<file path="config.mk">
export PLATFORM = sky130hd
export DESIGN_NAME = motor_relu_vec_rx
export DESIGN_NICKNAME = d
export VERILOG_FILES = /design/src/rtl/motor_relu_rx_pkg.sv /design/src/rtl/motor_relu_rx_bank.sv /design/src/rtl/motor_relu_vec_rx.sv
export SDC_FILE = /design/constraint.sdc
export NUM_CORES = 1
export LEC_CHECK = 0
export CAP_MARGIN = 20
export CORE_MARGIN = 5
export CORE_UTILIZATION = 55
export DETAILED_ROUTE_END_ITERATION = 16
export PLACE_DENSITY = 0.8
export SLEW_MARGIN = 40
export SYNTH_ARGS = -nofsm -noshare
export SYNTH_HDL_FRONTEND = slang
export SYNTH_SLANG_ARGS = --single-unit
</file>
<file path="constraint.sdc">
create_clock -name ap_clk -period 2.51 [get_ports ap_clk]
set_input_delay 0.251 -clock ap_clk [delete_from_list [all_inputs] [get_ports ap_clk]]
set_output_delay 0.251 -clock ap_clk [all_outputs]
set_load 0.05 [all_outputs]
</file>
<file path="src/rtl/motor_relu_rx_pkg.sv">
// Shared widths and the ReLU-to-fixed conversion for the motor ReLU vector receiver.
package motor_relu_rx_pkg;

    localparam int ELEM_W = 15;  // ReLU magnitude bits
    localparam int FIX_W  = 16;  // ap_fixed<16,7>
    localparam int FIX_I  = 7;   // integer bits, binary point unchanged by conversion

    typedef logic [FIX_W-1:0] fix16_t;

    // ReLU output is already non-negative, so re-expansion is a plain zero-extend.
    function automatic fix16_t relu_to_fix(input logic [ELEM_W-1:0] r);
        return {1'b0, r};
    endfunction

endpackage

</file>
<file path="src/rtl/motor_relu_rx_bank.sv">
// One ping-pong vector bank: element register file, full flag and optional zero counter.
// Optional zero counter enabled by MOTOR_RELU_RX_ZCNT_EN.
module motor_relu_rx_bank #(
    parameter int N_ELEM = 8,
    parameter int FIX_W  = 16,
    parameter int IDX_W  = $clog2(N_ELEM),
    parameter int ZC_W   = $clog2(N_ELEM + 1)
) (
    input  logic                      clk,
    input  logic                      rst_n,
    input  logic                      we,
    input  logic [IDX_W-1:0]          widx,
    input  logic [FIX_W-1:0]          wdata,
    input  logic                      set_full,
    input  logic                      clr_full,
`ifdef MOTOR_RELU_RX_ZCNT_EN
    input  logic                      wzero,
    input  logic                      zclr,
    output logic [ZC_W-1:0]           zcnt,
`endif
    output logic [N_ELEM*FIX_W-1:0]   data,
    output logic                      full
);

    logic [N_ELEM-1:0][FIX_W-1:0] mem;

    always_ff @(posedge clk or negedge rst_n) begin
        if (!rst_n) begin
            mem  <= '0;
            full <= 1'b0;
        end else begin
            if (we)
                mem[widx] <= wdata;
            if (set_full)
                full <= 1'b1;
            else if (clr_full)
                full <= 1'b0;
        end
    end

    assign data = mem;

`ifdef MOTOR_RELU_RX_ZCNT_EN
    // Restart on the first element of a fill so stale counts never leak into a new vector.
    always_ff @(posedge clk or negedge rst_n) begin
        if (!rst_n)
            zcnt <= '0;
        else if (zclr)
            zcnt <= '0;
        else if (we)
            zcnt <= ((widx == '0) ? '0 : zcnt) + ZC_W'(wzero);
    end
`endif

endmodule

</file>
<file path="src/rtl/motor_relu_vec_rx.sv">
// ReLU stream to layer-input vector receiver with ping-pong double buffering.
// Optional activation zero counter enabled by MOTOR_RELU_RX_ZCNT_EN.
module motor_relu_vec_rx #(
    parameter int N_ELEM = 8,
    parameter int ELEM_W = 15,
    parameter int FIX_W  = 16
) (
    input  logic                        ap_clk,
    input  logic                        ap_rst_n,
    input  logic                        flush,
    input  logic [ELEM_W-1:0]           s_data,
    input  logic                        s_valid,
    output logic                        s_ready,
    output logic [N_ELEM*FIX_W-1:0]     v_data,
    output logic                        v_valid,
`ifdef MOTOR_RELU_RX_ZCNT_EN
    output logic [$clog2(N_ELEM+1)-1:0] v_zcnt,
`endif
    input  logic                        v_ready
);

    localparam int IDX_W = $clog2(N_ELEM);
    localparam int ZC_W  = $clog2(N_ELEM + 1);

    logic                                wr_bank, rd_bank;
    logic [IDX_W-1:0]                    idx;
    logic [1:0]                          full;
    logic [1:0][N_ELEM*FIX_W-1:0]        bank_data;
    logic [FIX_W-1:0]                    elem;
    logic                                accept, last, consume;

    assign elem    = FIX_W'(motor_relu_rx_pkg::relu_to_fix(s_data));
    assign s_ready = !full[wr_bank];
    // flush takes priority: an element offered alongside it is dropped.
    assign accept  = s_valid && s_ready && !flush;
    assign last    = accept && (idx == IDX_W'(N_ELEM - 1));
    assign v_valid = full[rd_bank];
    assign v_data  = bank_data[rd_bank];
    assign consume = v_valid && v_ready;

`ifdef MOTOR_RELU_RX_ZCNT_EN
    logic [1:0][ZC_W-1:0] zc;
    assign v_zcnt = zc[rd_bank];
`endif

    for (genvar b = 0; b < 2; b++) begin : g_bank
        motor_relu_rx_bank #(
            .N_ELEM (N_ELEM),
            .FIX_W  (FIX_W),
            .IDX_W  (IDX_W),
            .ZC_W   (ZC_W)
        ) u_bank (
            .clk      (ap_clk),
            .rst_n    (ap_rst_n),
            .we       (accept && (wr_bank == 1'(b))),
            .widx     (idx),
            .wdata    (elem),
            .set_full (last && (wr_bank == 1'(b))),
            .clr_full (consume && (rd_bank == 1'(b))),
`ifdef MOTOR_RELU_RX_ZCNT_EN
            .wzero    (s_data == '0),
            .zclr     (flush && (wr_bank == 1'(b)) && !full[b]),
            .zcnt     (zc[b]),
`endif
            .data     (bank_data[b]),
            .full     (full[b])
        );
    end

    always_ff @(posedge ap_clk or negedge ap_rst_n) begin
        if (!ap_rst_n) begin
            wr_bank <= 1'b0;
            rd_bank <= 1'b0;
            idx     <= '0;
        end else begin
            if (flush)
                idx <= '0;
            else if (accept) begin
                if (last) begin
                    idx     <= '0;
                    wr_bank <= ~wr_bank;
                end else
                    idx <= idx + 1'b1;
            end
            if (consume)
                rd_bank <= ~rd_bank;
        end
    end

endmodule
</file>
==> flow_metrics.env <==
export IMPL_status="finished, final reports clean"
export IMPL_critPathCaptureType="output pin"
export IMPL_wirelength_mm=24.2
export IMPL_wl_per_cell_um=21.0
export IMPL_p_per_area_nw_per_um2=809
export IMPL_syn_avg_cell_area_sq_um=15.1
export IMPL_dp_hpwl_mm=16.4
export IMPL_seq_area_sq_um=6180
export IMPL_cts_tree="yes"
export IMPL_finalSetupViolations=0
export IMPL_fp_dieArea_sq_um=22800
export IMPL_detail_route_first_pass_iterations=4
export IMPL_synth_cells=722
export IMPL_rsz0062_at_grt="false"
export IMPL_p_int_w=0.00723
export IMPL_ir_drop_mv=0.493
export IMPL_chipWidth_um=151
export IMPL_insertion_delay_ns=0.51
export IMPL_fmax_ghz=0.438
export IMPL_skew_ns=0.00503
export IMPL_dpl_cell_count=1103
export IMPL_ios=150
export IMPL_cpPeakStageDelay_ns=0.79
export IMPL_synth_edf_count=0
export IMPL_fillers=1390
export IMPL_layout_commonest_cell="mux2_2"
export IMPL_critPathRequiredTime_ns=2.26
export IMPL_drtIter0Drc=218
export IMPL_worstSetupStartpoint="rd_bank$_DFFE_PN0P_"
export IMPL_startpoint_type="register"
export IMPL_cts_root_buffer="clkbuf_16"
export IMPL_clk_path_buf_depth=3
export IMPL_p_seq_share_pct=41.9
export IMPL_pwr_share_clk_pct=31.9
export IMPL_synth_yosys_seq_area_share_pct=56.6
export IMPL_path_cells="mux2_2 -> clkdlybuf4s50_1"
export IMPL_drive_gt1_share_pct=62.4
export IMPL_io_buffer_count=141
export IMPL_timing_final_crit_share_pct=91.0
export IMPL_coreArea_sq_um=19500
export IMPL_synth_cell_types=32
export IMPL_cp_arrival_ns=2.03
export IMPL_grt_pass1_wl_mm=39.2
export IMPL_fin_cells=1149
export IMPL_die_h_um=151
export IMPL_grt_max_degree=83
export IMPL_htree_levels=1
export IMPL_async_flop_share_pct=100
export IMPL_drv_slew=0
export IMPL_ys_ff_latch=247
export IMPL_fin_tns_setup_ns=0
export IMPL_synthFlopType="dfrtp_1"
export IMPL_cap_viol_max_count=0
export IMPL_drc=0
export IMPL_power_frac_comb_pct=26.1
export IMPL_final_net_count=888
export IMPL_areaGrowthSynthToFinish_pct=20.4
export IMPL_layout_common_cells="mux2_2 (351), dfrtp_1 (246), buf_4 (142)"
export IMPL_ys_warn_count=0
export IMPL_grt_pass1_vias=7126
export IMPL_grt_util_all_layers_pct=21.7
export IMPL_path_clk_slew_ns=0.06
export IMPL_worst_r2r_path_depth=4
export IMPL_hold_viol=0
export IMPL_clock_sinks=247
export IMPL_tightest_slew_ns=0.717
export IMPL_finalCriticalPeriod_ns=2.29
export IMPL_r2r_start="wr_bank$_DFFE_PN0P_"
export IMPL_ant_nets=0
export IMPL_hold_class="input port to async pin"
export IMPL_gp_congestion=0.754
export IMPL_p_switching_w=0.00341
export IMPL_synth_top_area_share_pct=56.6
export IMPL_numCtsBuffers=25
export IMPL_via_per_inst=5.53
export IMPL_num_vias=6353
export IMPL_slew_headroom_pct=52.1
export IMPL_critPathKind="register to output pin"
export IMPL_grt_ovfl_total=0
export IMPL_floorplan_initialDensity_pct=56.0
export IMPL_power_w=0.0106
export IMPL_syn_area_sq_um=10900
export IMPL_yosysTopAreaCell="dfrtp_1"
export IMPL_swShare_pct=32.1
export IMPL_multiInputGateArea_sq_um=4490
export IMPL_slowest_stage="clkdlybuf4s50_1"
export IMPL_fp_row_count=51
export IMPL_p_leak_nw=6.55
export IMPL_path_max_fanout=3
export IMPL_fin_hold_ws_ns=0.312
export IMPL_antenna_found_initial=0
export IMPL_antenna_cells=0
export IMPL_yosys_top_cells_area="dfrtp_1 (57%), mux2_2 (36%), mux2_4 (1.4%), clkbuf_1 (1.3%), buf_4 (0.69%)"
metrics by stage:
stage	area [sq um]	util [%]	setup slack [ns]
floorplan	11000	-	0.440
global placement	12400	63.5	0.264
detailed placement	12400	63.5	0.249
CTS	13200	67.4	0.0443
global route	13200	67.4	0.170
finish	13200	67.4	0.225
path summary, 6_finish.rpt:
check                                                         to  slack [ns]
max in group asynchronous  g_bank[1].u_bank.data[14]$_DFFE_PN0P_        1.34
min in group ap_clk                          rd_bank$_DFFE_PN0P_        0.45
min reg2reg                g_bank[1].u_bank.data[55]$_DFFE_PN0P_        0.50
max reg2reg                g_bank[0].u_bank.data[46]$_DFFE_PN0P_        0.43
max                                                   v_data[64]        0.22
min                        g_bank[0].u_bank.data[24]$_DFFE_PN0P_        0.31
power by group through the flow:
stage	clock network, W	logic [W]	registers (W)
floorplan	0	0.00206	0.00447
global placement	0	0.00276	0.00451
detailed placement	0	0.00280	0.00453
CTS	0.00346	0.00281	0.00447
global route	0.00363	0.00291	0.00450
finish	0.00340	0.00278	0.00446
synth_stat cells (all sizes together), types with 2 or more instances:
cell,count
a21boi,2
and4b,2
buf,21
clkbuf,39
dfrtp,247
ha,2
mux2,361
nand2,9
nand2b,2
nand3,3
nand3b,3
nor2,9
nor3,4
o21ai,2
o21ba,2
or3,2
cell type report:
type | instances | area share [%]
Clock inverter | 7 | 0.285
Timing Repair Buffer | 170 | 10.7
Sequential cell | 247 | 47.0
Clock buffer | 38 | 5.35
Tap cell | 265 | 2.52
Multi-Input combinational cell | 422 | 34.1
state kept, by name (all words and copies together) (netlist names):
name	cells
g_bank.u_bank.full	2
rd_bank	1
idx	3
g_bank.u_bank.data	240
wr_bank	1
timing repair:
action,CTS,global route
buffers inserted,0,0
hold endpoints to repair,76,0
hold buffers,1,0
setup endpoints to repair,0,1
gates resized for setup,0,1
critical path, delay by kind of cell (launching register included):
family   cells  cell delay, ns
mux          1            0.23
buf+inv      1            0.79
flops        1            0.51
cell families after synthesis:
kind of cell	synth area share, %
AND/OR/NAND/NOR	2.14
adder cells (fa/ha/maj)	0.229
other	0.0343
buffers and inverters	2.64
flip-flops	56.6
multiplexers	37.6
AO/OA/AOI/OAI	0.767
per-layer routing:
metal	up-vias	global-route usage (%)	share of wire, %	wire, um
met5	-	0	0	0
met4	0	4.08	1.5	369
met3	28	3.41	4.3	1050
met2	130	39.0	52	12600
met1	3346	28.3	42	10100
li1	2849	-	-	-
Power figures use the tool's default switching activity.
